--- config.mk ---
export PLATFORM = sky130hd
export DESIGN_NAME = resp_misr
export DESIGN_NICKNAME = d
export VERILOG_FILES = /design/src/rtl/resp_sig_pkg.sv /design/src/rtl/resp_misr.sv
export SDC_FILE = /design/constraint.sdc
export NUM_CORES = 1
export LEC_CHECK = 0
export ABC_AREA = 0
export CAP_MARGIN = 15
export CORE_MARGIN = 10
export CORE_UTILIZATION = 30
export DETAILED_ROUTE_END_ITERATION = 10
export PLACE_DENSITY = 0.74
export RECOVER_POWER = 50
export SYNTH_ARGS = -nofsm -noshare
export SYNTH_HDL_FRONTEND = slang
export SYNTH_SLANG_ARGS = --single-unit
--- constraint.sdc ---
create_clock -name clk -period 1.8 [get_ports clk]
set_input_delay 0.36 -clock clk [delete_from_list [all_inputs] [get_ports clk]]
set_output_delay 0.36 -clock clk [all_outputs]
set_load 0.05 [all_outputs]
--- src/rtl/resp_sig_pkg.sv ---
// Shared types and MISR arithmetic for resp_sig_checker; the bench reference model reuses misr_step.
package resp_sig_pkg;

    typedef enum logic [1:0] {IDLE, RUN, DONE} state_t;

    localparam logic [15:0] DEFAULT_POLY = 16'h1021;
    localparam int          MAX_SIG_W    = 64;

    // One MISR step at width w (w <= MAX_SIG_W); callers zero-extend operands and truncate the result.
    function automatic logic [MAX_SIG_W-1:0] misr_step(
        input logic [MAX_SIG_W-1:0] sig,
        input logic [MAX_SIG_W-1:0] data,
        input logic [MAX_SIG_W-1:0] poly,
        input int                   w
    );
        logic [MAX_SIG_W-1:0] mask;
        logic [MAX_SIG_W-1:0] nxt;
        mask = (w >= MAX_SIG_W) ? '1 : ((64'd1 << w) - 64'd1);
        nxt  = (sig << 1) ^ (sig[6'(w - 1)] ? poly : '0) ^ data;
        return nxt & mask;
    endfunction

endpackage

--- src/rtl/resp_misr.sv ---
// SIG_W-bit multiple-input signature register with synchronous clear and step enable.
module resp_misr
    import resp_sig_pkg::*;
#(
    parameter int               SIG_W = 16,
    parameter logic [SIG_W-1:0] POLY  = SIG_W'(DEFAULT_POLY)
) (
    input  logic             clk,
    input  logic             rst,
    input  logic             clr,
    input  logic             en,
    input  logic [SIG_W-1:0] data,
    output logic [SIG_W-1:0] sig,
    output logic [SIG_W-1:0] sig_next
);

    assign sig_next = SIG_W'(misr_step(MAX_SIG_W'(sig), MAX_SIG_W'(data), MAX_SIG_W'(POLY), SIG_W));

    // NOTE: sequential state uses non-blocking assignments so every flop samples pre-edge values.
    always_ff @(posedge clk) begin
        if (rst || clr) begin
            sig <= '0;
        end else if (en) begin
            sig <= sig_next;
        end
    end

endmodule

==> impl_metrics.yaml, run 1 <==
drt:
  avgRoutedWirePerCell_um: 15.5
  drtIter0Drc: 2
  drc: 0
  routed_via_density: 4.31
  dr.pass1.iters: 4
  vias: 647
  routed_wl_mm: 2.33
  final_antenna_net_count: 0
finish:
  reg_top3: "sig (16)"
  fin_area_um2: 1490
  final_cell_count_no_fill: 150
  nNetsFinal: 142
  final_common_cell: "clkdlybuf4s50_1"
  drive_above_1_share: 0.383
  syn_to_final_growth_pct: 97.7
  largest_register: "sig"
  utilization: 0.613
  antenna_cells: 0
  most-common-layout-cells: "clkdlybuf4s50_1 (18), mux2i_1 (16), nor2_1 (16), buf_12 (16), dfxtp_1 (15)"
  largest_reg_flops: 16
floorplan:
  boundaryPins: 52
  rows: 18
  die-area_um2: 4920
  start_util: 0.310
  die_w_um: 70.2
  fp.coreArea_um2: 2430
  die_h_um: 70.2
worst_setup_path:
  crit_slowest_cell: "xor3_2"
  rr_worst_depth: 3
  cp.arrival_ps: 1340
  path_class: "register to primary output"
  crit_path_end: "sig_next[12]"
  critPathLaunchType: "register"
  path_delay_family: "XOR/XNOR gates"
  r2r-start: "sig[15]$_SDFFE_PP0P_"
  crit_cells: 2
  cp_num_buf_inv: 1
  slowest_delay_ps: 490
  crit_path_end_kind: "primary output"
  startpoint: "sig[15]$_SDFFE_PP0P_"
  ff2ff_setup_slack_ps: 570
  path_cells: "xor3_2, buf_12"
  cp.required_ps: 1440
  r2r-end: "sig[12]$_SDFFE_PP0P_"
  cp_max_fo: 5
outcome:
  outcome: "completed"
logic_synthesis:
  seq_area_frac_synth: 0.425
  ys_warn_count: 0
  synth_area_um2: 754
  synth_cells: 69
  avgSynthCellArea_um2: 10.9
  ys_types: 9
  ys_seq_elements: 16
  syn_nets: 89
timing:
  worst_slew_pin_slew_ps: 628
  fin_ws_ps: 98.4
  whs_ps: 557
  period_minus_slack_ps: 1700
  max_freq_mhz: 588
  fin_skew_ps: 1.77
  rsz0062_at_grt: "no"
  slew_violations: 0
  slew_headroom: 0.583
  finalSetupViolCount: 0
  setup-tns-final_ps: 0
  timing.final.crit_share: 0.945
  finalHoldViolCount: 0
clock_network:
  cts_setup_buffers: 0
  cts.sinks: 16
  clk_pin_slew_worst_paths_ps: 90
  clockBufferDepth: 2
  cts_resized: 1
  root_buffer: "clkbuf_4"
  numCtsBuffers: 3
  cts_tree: "built"
  ctsHoldBuffers: 0
  clkLatencyLatePin_ps: 270
  h-tree-depth: 1
run:
  maxCapViolCount: 0
global_route:
  grt_pass1_vias: 721
  grt_max_degree: 17
  grt_pass1_wl_mm: 3.88
  grtUsageTotal: 0.0973
  antenna_found_initial: 0
  grt.overflow.total: 0
placement:
  dp_cells: 147
  pre_cts_slack_ps: 152
  portBuffers: 51
  gp_congestion: 0.736
  place_area_um2: 1510
  dpl.hpwl_mm: 1.98
power:
  total_power_mw: 1.05
  ir_worst_vdd_v: 0.000384
  leakage_nw: 0.661
  p_per_area_nw_per_um2: 704
worst_hold_path:
  min-delay-path-class: "register to register"
-- cell type report --
class | instances | area (um^2)
Fill cell | 211 | 941
Timing Repair Buffer | 52 | 606
Multi-Input combinational cell | 49 | 504
Sequential cell | 16 | 322
Tap cell | 30 | 37.5
Clock buffer | 3 | 22.5
-- report_power, final --
part	switching (mW)	internal (mW)
combinational	0.265	0.221
sequential	0.0182	0.368
clock	0.100	0.0774
total	0.384	0.667
-- cell families (layout without fill, tap and decap cells) --
family,count (synthesis),count (layout),synth area share
simple gates,17,17,0.0879
xor+xnor,16,16,0.229
mux,16,16,0.212
flops,16,16,0.425
buf+inv,4,55,0.0464
-- worst min path at each step --
| stage | start | to | slack [ps] | cells past startpoint |
|---|---|---|---|---|
| after CTS | sig[4]$_SDFFE_PP0P_ | sig[4]$_SDFFE_PP0P_ | 570 | 2 |
| after detailed placement | sig[11]$_SDFFE_PP0P_ | sig[11]$_SDFFE_PP0P_ | 560 | 2 |
| final | sig[4]$_SDFFE_PP0P_ | sig[4]$_SDFFE_PP0P_ | 560 | 2 |
| after global routing | sig[9]$_SDFFE_PP0P_ | sig[9]$_SDFFE_PP0P_ | 600 | 2 |
| after floorplan | en | sig[0]$_SDFFE_PP0P_ | 680 | 3 |
| after global placement | sig[11]$_SDFFE_PP0P_ | sig[11]$_SDFFE_PP0P_ | 540 | 2 |
-- synthesized netlist by cell type --
master    number  area, um^2
dfxtp_1       16         320
mux2i_1       16         160
nor2_1        16        60.1
xor2_1        14         123
buf_6          2        22.5
xor3_2         2        50.1
buf_4          1        7.51
clkbuf_2       1        5.00
or2_2          1        6.26
-- routing by layer --
layer,GRT usage,up-vias,routed length [um]
li1,-,317,-
met1,0.0962,302,838
met2,0.179,26,1320
met3,0.0297,2,137
met4,0.0461,0,34
met5,0,-,0
-- worst min-delay path, stage by stage, from the launching register on --
cell and delay (ps):
dfxtp_1 340, mux2i_1 130, nor2_1 50
Power figures use the tool's default switching activity.
==> run 2: changes to the inputs <==
--- a/config.mk
+++ b/config.mk
@@ -7,6 +7,7 @@
 export LEC_CHECK = 0
 export ABC_AREA = 0
 export CAP_MARGIN = 15
+export CORE_ASPECT_RATIO = 1.5
 export CORE_MARGIN = 10
 export CORE_UTILIZATION = 30
 export DETAILED_ROUTE_END_ITERATION = 10
==> impl_metrics.yaml, run 2 (synthesized netlist as in run 1, its figures left out) <==
clock_network:
  cts_resized: 0
  h-tree-depth: 1
  clk_pin_slew_worst_paths_ps: 90
  clockBufferDepth: 2
  numCtsBuffers: 3
  cts.sinks: 16
  cts_setup_buffers: 0
  clkLatencyLatePin_ps: 290
  ctsHoldBuffers: 0
  cts_tree: "built"
  root_buffer: "clkbuf_4"
floorplan:
  start_util: 0.311
  rows: 22
  die-area_um2: 4960
  fp.coreArea_um2: 2420
  boundaryPins: 52
  die_h_um: 81.4
  die_w_um: 60.9
timing:
  max_freq_mhz: 592
  slew_violations: 0
  whs_ps: 554
  fin_skew_ps: 3.69
  period_minus_slack_ps: 1690
  worst_slew_pin_slew_ps: 623
  finalSetupViolCount: 0
  setup-tns-final_ps: 0
  slew_headroom: 0.586
  rsz0062_at_grt: "no"
  timing.final.crit_share: 0.939
  finalHoldViolCount: 0
finish:
  largest_register: "sig"
  fin_area_um2: 1490
  final_cell_count_no_fill: 145
  fillers: 206
  final_common_cell: "clkdlybuf4s50_1"
  drive_above_1_share: 0.380
  most-common-layout-cells: "clkdlybuf4s50_1 (18), mux2i_1 (16), nor2_1 (16), buf_12 (16), dfxtp_1 (16)"
  antenna_cells: 0
  ff_latch_area_um2: 320
  syn_to_final_growth_pct: 97.5
  multi_input_area_um2: 504
  reg_top3: "sig (16)"
  largest_reg_flops: 16
  nNetsFinal: 143
drt:
  drtIter0Drc: 6
  routed_wl_mm: 2.35
  vias: 653
  routed_via_density: 4.50
  avgRoutedWirePerCell_um: 16.2
  dr.pass1.iters: 3
  final_antenna_net_count: 0
  drc: 0
global_route:
  grt_pass1_wl_mm: 3.80
  grt.overflow.total: 0
  grt_max_degree: 17
  grtUsageTotal: 0.102
  grt_pass1_vias: 782
  antenna_found_initial: 0
power:
  ir_worst_vdd_v: 0.000471
  leakage_nw: 0.666
  p_per_area_nw_per_um2: 714
worst_setup_path:
  cp.arrival_ps: 1330
  path_class: "register to primary output"
  cp_max_fo: 3
  critPathLaunchType: "register"
  cp.required_ps: 1440
  crit_path_end_kind: "primary output"
outcome:
  outcome: "completed"
placement:
  portBuffers: 51
  dpl.hpwl_mm: 1.96
  gp_congestion: 0.676
  dp_cells: 142
  place_area_um2: 1510
run:
  maxCapViolCount: 0
worst_hold_path:
  min-delay-path-class: "register to register"
[run 2: changes by cell type in the layout (fill, tap and decap cells not counted)]
cell	change
dfxtp_1	+1
dfxtp_2	-1
buf_4	+1
[run 2: layer usage]
metal	vias to the layer above	GRT usage	share of wire
li1	318	-	-
met1	299	0.0988	0.34
met2	32	0.166	0.51
met3	4	0.0586	0.13
met4	0	0.0529	0.018
met5	-	0	0
[run 2: power breakdown]
| part | switching, mW | internal, mW | leakage (nW) |
|---|---|---|---|
| registers | 0.0169 | 0.368 | 0.130 |
| clock network | 0.112 | 0.0778 | 0.0138 |
| logic | 0.267 | 0.222 | 0.522 |
[run 2: critical path, cell delays in order, from the launching register on]
cell,delay [ps]
dfxtp_1,390
xor3_2,490
buf_12,170
[run 2: area by class of cell]
type	instances	area share
clock buffer	3	0.0151
multi-input combinational	49	0.338
sequential	16	0.215
tap	24	0.0202
timing repair buffer	53	0.411
[run 2: metrics by stage]
| stage | total power, mW | util | setup slack (ps) |
|---|---|---|---|
| 3_5_place_dp | 0.898 | 0.624 | 136 |
| 4_1_cts | 1.09 | 0.634 | 81.5 |
| 6_report | 1.06 | 0.615 | 110 |
| 2_1_floorplan | 0.654 | - | 33.3 |
| 3_3_place_gp | 0.893 | 0.624 | 158 |
| 5_1_grt | 1.11 | 0.615 | 51.3 |
[run 2: final timing paths]
check | endpoint | start | slack, ps | cells after the start
max | sig_next[5] | sig[15]$_SDFFE_PP0P_ | 110 | 2
min | sig[11]$_SDFFE_PP0P_ | sig[11]$_SDFFE_PP0P_ | 550 | 2
max reg2reg | sig[12]$_SDFFE_PP0P_ | sig[15]$_SDFFE_PP0P_ | 620 | 3
min reg2reg | sig[11]$_SDFFE_PP0P_ | sig[11]$_SDFFE_PP0P_ | 550 | 2
